### config.mk
export PLATFORM = sky130hd
export DESIGN_NAME = i2c_temp_master
export DESIGN_NICKNAME = d
export VERILOG_FILES = /design/src/rtl/i2c_temp_master.sv
export SDC_FILE = /design/constraint.sdc
export NUM_CORES = 1
export LEC_CHECK = 0
export ABC_AREA = 1
export CAP_MARGIN = 15
export CORE_ASPECT_RATIO = 1.25
export CORE_UTILIZATION = 35
export DETAILED_ROUTE_END_ITERATION = 12
export RECOVER_POWER = 100
export SYNTH_ARGS = -nofsm -noshare
export SYNTH_HDL_FRONTEND = slang
export SYNTH_SLANG_ARGS = --single-unit
export TNS_END_PERCENT = 50
### constraint.sdc
create_clock -name clk -period 1.8 [get_ports clk]
set_input_delay 0.54 -clock clk [delete_from_list [all_inputs] [get_ports clk]]
set_output_delay 0.54 -clock clk [all_outputs]
set_load 0.01 [all_outputs]
### src/rtl/i2c_temp_master.sv
// I2C master that reads a 16-bit temperature word (addr+R, two data bytes)
// and hands it to the UART formatter with a one-cycle valid pulse.
module i2c_temp_master #(
    parameter int unsigned CLK_DIV    = 4,
    parameter logic [6:0]  SLAVE_ADDR = 7'h48
) (
    input  logic        clk,
    input  logic        rst_n,
    input  logic        start,
    input  logic        scl_in,
    input  logic        sda_in,
    output logic        scl_oe,
    output logic        sda_oe,
    output logic        busy,
    output logic [15:0] temp_data,
    output logic        data_valid,
    output logic        ack_err
);
    localparam int unsigned     DW        = (CLK_DIV > 1) ? $clog2(CLK_DIV) : 1;
    localparam logic [DW-1:0]   DIV_LAST  = DW'(CLK_DIV - 1);
    localparam logic [7:0]      ADDR_BYTE = {SLAVE_ADDR, 1'b1};

    typedef enum logic [3:0] {
        S_IDLE, S_START, S_ADDR, S_AACK, S_RD0, S_MACK, S_RD1, S_MNACK, S_STOP, S_DONE
    } state_t;

    state_t      state, state_n;
    logic [DW-1:0] div, div_n;
    logic [1:0]  phase, phase_n;
    logic [2:0]  bitcnt, bitcnt_n;
    logic [15:0] shreg, shreg_n;
    logic [15:0] temp_n;
    logic        acked, acked_n;
    logic        ack_err_n;
    logic        in_slot, hold, tick, sample, slot_end;

    always_ff @(posedge clk or negedge rst_n) begin
        if (!rst_n) begin
            state     <= S_IDLE;
            div       <= '0;
            phase     <= '0;
            bitcnt    <= '0;
            shreg     <= '0;
            temp_data <= '0;
            acked     <= 1'b0;
            ack_err   <= 1'b0;
        end else begin
            state     <= state_n;
            div       <= div_n;
            phase     <= phase_n;
            bitcnt    <= bitcnt_n;
            shreg     <= shreg_n;
            temp_data <= temp_n;
            acked     <= acked_n;
            ack_err   <= ack_err_n;
        end
    end

    always_comb begin
        state_n    = state;
        bitcnt_n   = bitcnt;
        shreg_n    = shreg;
        temp_n     = temp_data;
        acked_n    = acked;
        ack_err_n  = 1'b0;
        scl_oe     = 1'b0;
        sda_oe     = 1'b0;
        data_valid = 1'b0;
        busy       = (state != S_IDLE) && (state != S_DONE);

        in_slot  = state inside {S_ADDR, S_AACK, S_RD0, S_MACK, S_RD1, S_MNACK};
        // Clock stretch: freeze the divider while the responder holds SCL low in p2
        hold     = in_slot && (phase == 2'd2) && !scl_in;
        tick     = busy && !hold && (div == DIV_LAST);
        sample   = tick && (phase == 2'd2);
        slot_end = tick && (phase == 2'd3);

        if (!busy)
            div_n = '0;
        else if (hold)
            div_n = div;
        else
            div_n = tick ? '0 : div + 1'b1;
        phase_n = !busy ? 2'd0 : (tick ? phase + 2'd1 : phase);

        if (in_slot)
            scl_oe = (phase == 2'd0) || (phase == 2'd3);

        case (state)
            S_IDLE: begin
                if (start) begin
                    state_n  = S_START;
                    acked_n  = 1'b0;
                    bitcnt_n = '0;
                end
            end
            S_START: begin
                scl_oe = phase[1];
                sda_oe = 1'b1;
                if (slot_end) state_n = S_ADDR;
            end
            S_ADDR: begin
                sda_oe = ~ADDR_BYTE[3'd7 - bitcnt];
                if (slot_end) begin
                    bitcnt_n = bitcnt + 3'd1;
                    if (bitcnt == 3'd7) state_n = S_AACK;
                end
            end
            S_AACK: begin
                if (sample) begin
                    if (sda_in) ack_err_n = 1'b1;
                    else        acked_n   = 1'b1;
                end
                if (slot_end) state_n = acked ? S_RD0 : S_STOP;
            end
            S_RD0, S_RD1: begin
                if (sample) shreg_n = {shreg[14:0], sda_in};
                if (slot_end) begin
                    bitcnt_n = bitcnt + 3'd1;
                    if (bitcnt == 3'd7) state_n = (state == S_RD0) ? S_MACK : S_MNACK;
                end
            end
            S_MACK: begin
                sda_oe = 1'b1;
                if (slot_end) state_n = S_RD1;
            end
            S_MNACK: begin
                if (slot_end) state_n = S_STOP;
            end
            S_STOP: begin
                scl_oe = (phase == 2'd0);
                sda_oe = !phase[1];
                if (slot_end) begin
                    state_n = S_DONE;
                    if (acked) temp_n = shreg;
                end
            end
            S_DONE: begin
                data_valid = acked;
                state_n    = S_IDLE;
            end
            default: state_n = S_IDLE;
        endcase
    end
endmodule

# Word level (Yosys, flattened, before mapping)
# Memories as Yosys holds them, arrays and structs flattened.
# Index checks and enable logic that the tools add are counted.
classes:
  addsub: 4
  n_lt_le_gt_ge: 1
  n_eq_ne: 29
  mux: 33
  bitwise: 1
  reduce_logical: 25
ops:
  columns: ["op", "n"]
  rows:
  - ["4-bit 2-to-1 mux", 11]
  - ["4-bit case mux with 8 select lines", 1]
  - ["2-bit inequality test, second input constant", 12]
  - ["4-bit by 3-bit == test with 1-bit output, second input constant", 4]
  - ["2-bit 2-to-1 mux", 6]
  - ["10-bit AND reduction", 1]
  - ["1-bit 2-to-1 mux", 9]
  - ["4-bit by 2-bit == test with 1-bit output, second input constant", 2]
  - ["4-bit == test, second input constant", 2]
  - ["1-bit logical AND", 7]
  - ["2-bit == test, second input constant", 3]
  - ["3-bit 2-to-1 mux", 2]
  - ["2-bit by 1-bit inequality test with 1-bit output, second input constant", 3]
  - ["3-bit case mux with 2 select lines", 1]
  - ["3-bit AND reduction", 2]
  - ["6-bit nonzero test", 1]
  - ["2-bit by 1-bit adder with 2-bit output, second input constant", 2]
  - ["4-bit by 1-bit == test with 1-bit output, second input constant", 1]
  - ["4-bit zero test", 1]
  - ["3-bit by 4-bit < comparator with 1-bit output, second input constant", 1]
  - ["4-bit inequality test, second input constant", 1]
  - ["1-bit case mux with 2 select lines", 2]
  - ["4-bit AND reduction", 1]
  - ["2-bit nonzero test", 2]
  - ["other kinds (12)", 15]
totals:
  register_bits: 45
  romBits: 8
  in_bits: 5
  output_inout_bits: 21
  word_cells: 102
  n_memories: 1
mem_list:
  columns: ["name", "depth", "width", "read_ports", "rd_ports_with_merged_regs", "wr", "line", "rtl"]
  rows:
  - ["(no name shown)", 8, 1, 1, 0, 0, "103", "sda_oe = ~ADDR_BYTE[3'd7 - bitcnt];"]

# Logic depth before layout (Yosys ltp)
logic_depth:
  ltp_word: 10
  mapped_depth: 12
  depth_no_buf: 11

# Worst setup path after synthesis
# Ideal clock, no wire load.
synth_timing:
  kind: "reg2reg"
  from: "reg phase[0]"
  to: "reg shreg[5]"
  setup_time_ps: 123
  arrival_ps: 1497
  required_ps: 1677
  setup_slack_ps: 180
  path_stages_with_launch: 13
  n_path_buf: 1
  period_less_slack_ps: 1620
  path_cell_list: "dfrtp_1 > inv_1 > ha_1 > inv_1 > nor2_1 > inv_1 > nor2_2 > nor2_4 > nand3_4 > nor2_4 > buf_6 > nand2_1 > nand2_1"
synth_via:
  elab_chain_cells: 8
synth_rtl:
  columns: ["element", "line", "rtl"]
  rows:
  - ["from (decl)", "29", "logic [1:0] phase, phase_n;"]
  - ["from (signal assigned)", "50", "phase <= phase_n;"]
  - ["2-bit == test *", "73, 75", null]
  - ["1-bit logical AND (2 in series)", "73", "hold = in_slot && (phase == 2'd2) && !scl_in;"]
  - ["1-bit zero test", "74", "tick = busy && !hold && (div == DIV_LAST);"]
  - ["1-bit logical AND (2 in series)", "74", null]
  - ["1-bit logical AND *", "75", "sample = tick && (phase == 2'd2);"]
  - ["2-bit AND reduction (no line) *", null, null]
  - ["to (signal assigned)", "52", "shreg <= shreg_n;"]
  - ["to (decl)", "31", "logic [15:0] shreg, shreg_n;"]
# Every way passes the cells marked *; elsewhere a longest branch is shown, timed or not.
# A chain may end at the register's enable or synchronous reset.

# Worst setup path after layout
layout_timing:
  from: "reg state[1]"
  to: "out scl_oe"
layout_via:
  elab_chain_cells: 4
  elab_cells_between_ends: 11
  cone_classes: "eq/ne: 8; mux: 2; reduce/logical: 1"
layout_rtl:
  columns: ["element", "line", "rtl"]
  rows:
  - ["from (decl)", "27", "state_t state, state_n;"]
  - ["from (signal assigned)", "48", "state <= state_n;"]
  - ["4-bit by 2-bit == test with 1-bit output or 4-bit by 3-bit == test with 1-bit output (tied branches)", "71", "in_slot = state inside {S_ADDR, S_AACK, S_RD0, S_MACK, S_RD1, S_MNACK};"]
  - ["6-bit nonzero test", "71", null]
  - ["1-bit 2-to-1 mux", "86", "if (in_slot)"]
  - ["1-bit case mux with 2 select lines *", "89", "case (state)"]
  - ["to (decl)", "12", "output logic scl_oe,"]
# Marked as above.

==> out/results.txt <==
Post-Synthesis Mean Instance Area: 8.25 sq um
Root buf cell: clkbuf_8
P&R area growth vs syn: 40.6%
Max Fanout on Critical Path: 4
Yosys cell types: 25
Clk_skew: 0.00813 ns
Site Rows: 31
Clock buffer depth: 2
Synth warn: 0
Setup violations, final: 4
Wire per inst: 11.9 microns
CTS buffer count: 5
M3 GR Usage: 3.81%
Placed cells: 405
Die Y: 90.0 microns
Post-detailed-route count of antenna-violating nets: 0
CTS Sinks: 45
Synthesized flop and latch total: 45
Yosys top cell area share: 51.9%
Vias in the first global route: 1888
Gr ovfl total: 0
1st-iter DRT viols: 104
Ratio of cells with drive above 1 in the final layout: 28.9%
Initial antenna violation count: 0
Setup Slack @ Placement: -0.242 ns
Largest net degree at the start of global routing: 46
Top cells by area, synth: dfrtp_1 (52%), nand2_1 (17%), nand3_1 (6.7%)
ANT cells: 0
Post-route minimum period: 1.93 ns
Post-layout util: 51.7%
Worst slew margin: 26.4%
# H-tree levels: 2
Slew at the pin with the worst max-slew slack: 1.10 ns
Peak VDD IR: 0.869 mV
Max-cap violations: 0
CP max stage cell: dfrtp_1
Core area: 5900 sq um
Worst Setup End Kind: output port
Worst EP required: 1.26 ns
Drt first pass iters: 4
RSZ-0062 raised after global routing: true
Hold slack: 0.476 ns
Post-route insts no fill: 421
Pins Over Slew Limit: 0
Cell Area, Placed: 2830 sq um
Gpl congestion: 0.876
Hold WC Path Type: register to register
Tcrit/Tclk final: 107%
Clk pin slew, worst setup/hold paths: 0.10 ns
Clock Latency Late Sink: 0.30 ns
Most frequent cells in the layout: nand2_1 (95), dfrtp_1 (45), buf_4 (42)
Top Ports: 26
Final total power: 3.72 mW
Syn Std Cell Area: 2170 sq um
CP max stage delay: 0.44 ns
Cells along the critical path: nor2_2 -> nand3_2 -> inv_2 -> nand2_2 -> o211ai_1 -> buf_2
Die Wd: 72.4 microns
Setup tns final: -0.352 ns
Max Freq: 518 MHz
Met1 usage: 19.8%
Arr. time, crit path: 1.39 ns
Grt peak-use layer: met2
Sequential cell area fraction in the yosys report: 51.9%
Final Hold Vio Count: 0
Design area: 3050 sq um
Leading area contributor after synthesis: dfrtp_1
Routed WL: 5.01 mm
WS Path Type: register to output port
Status: finished, violations left
Starting Density: 36.8%
All-Layer GR Usage: 16.4%
Die footprint: 6520 sq um
# DRC: 0
Post-detail-place hpwl: 3.49 mm
Cell Pwr Density: 1220 nW/um^2
Drt via density: 4.64
Nets: 349
First-pass GRT wire length: 8.41 mm
Total number of vias: 1953
GRT met2 Usage: 28.7%
I/O Buffers: 25
Syn_nets: 274
Failing checks: negative setup slack
Synth Instances: 263
TritonCTS clock tree: built
CTS Hold Bufs: 0
Leak: 1.63 nW
Commonest non-fill, non-tap cell in the layout: nand2_1
PnR worst setup slack: -0.129 ns
Critical path startpoint category: register
-- kinds of logic (layout without fill, tap and decap cells) --
family | after synthesis | in the layout | synth area share (%)
AO/OA/AOI/OAI | 27 | 27 | 7.04
adder cells (fa/ha/maj) | 6 | 6 | 3.46
buffers and inverters | 25 | 101 | 4.96
flip-flops | 45 | 45 | 51.9
AND/OR/NAND/NOR | 160 | 160 | 32.6
-- power by group --
part	leakage (nW)	switching, mW	total [mW]	internal [mW]
registers	0.620	0.0847	1.19	1.11
logic	0.960	0.961	1.87	0.910
clock network	0.0447	0.372	0.653	0.281
total	1.63	1.42	3.72	2.30
-- Yosys cell counts, drive strengths merged --
cell type	number
nand2	104
dfrtp	45
nand3	30
o21ai	20
nor2	19
inv	18
buf	6
ha	6
nand4	3
a21oi	2
a22o	2
nand3b	2
o221ai	2
clkbuf	1
nor3	1
o211ai	1
or2	1
-- path summary, 6_finish.rpt --
path | from | to | slack (ns) | cells past startpoint
max | state[1] | scl_oe | -0.13 | 6
min | temp_data[4] | temp_data[4] | 0.48 | 2
max reg2reg | state[0] | shreg[5] | 0.01 | 11
min reg2reg | temp_data[4] | temp_data[4] | 0.48 | 2
max in group asynchronous | rst_n | shreg[7] | 0.61 | 2
min in group asynchronous | rst_n | temp_data[11] | 0.52 | 2
-- flip-flops by register name, indices dropped and copies added, names as in the netlist --
signal     flops
div            2
bitcnt         3
phase          2
acked          1
shreg         16
ack_err        1
temp_data     16
state          4
-- critical path: cells and delay by family, from the launching register on --
kind            cells  cell delay [ns]
compound gates      1             0.08
simple gates        3             0.33
flops               1             0.44
buf+inv             2             0.25
-- routing by layer --
metal / share of wire (%) / up-vias / wire [microns]
met2: 52 / 45 / 2580
met1: 43 / 893 / 2160
met4: 1.6 / 0 / 78
met5: 0 / - / 0
li1: - / 1007 / -
met3: 3.8 / 8 / 191
-- what timing repair did --
item / CTS / global route
endpoints found under the setup margin: 4 / 44
pin swaps: 6 / 13
gates resized for setup: 23 / 32
setup buffers: 3 / 5
-- layout make-up --
cell class	count	area (sq um)
multi-input cells	193	1030
well taps	82	103
flip-flops and latches	45	1130
repair buffers	75	629
clock buffers	5	68.8
inverters	18	67.6
fillers	581	2850
clock inverters	3	25.0
Power figures use the tool's default switching activity.
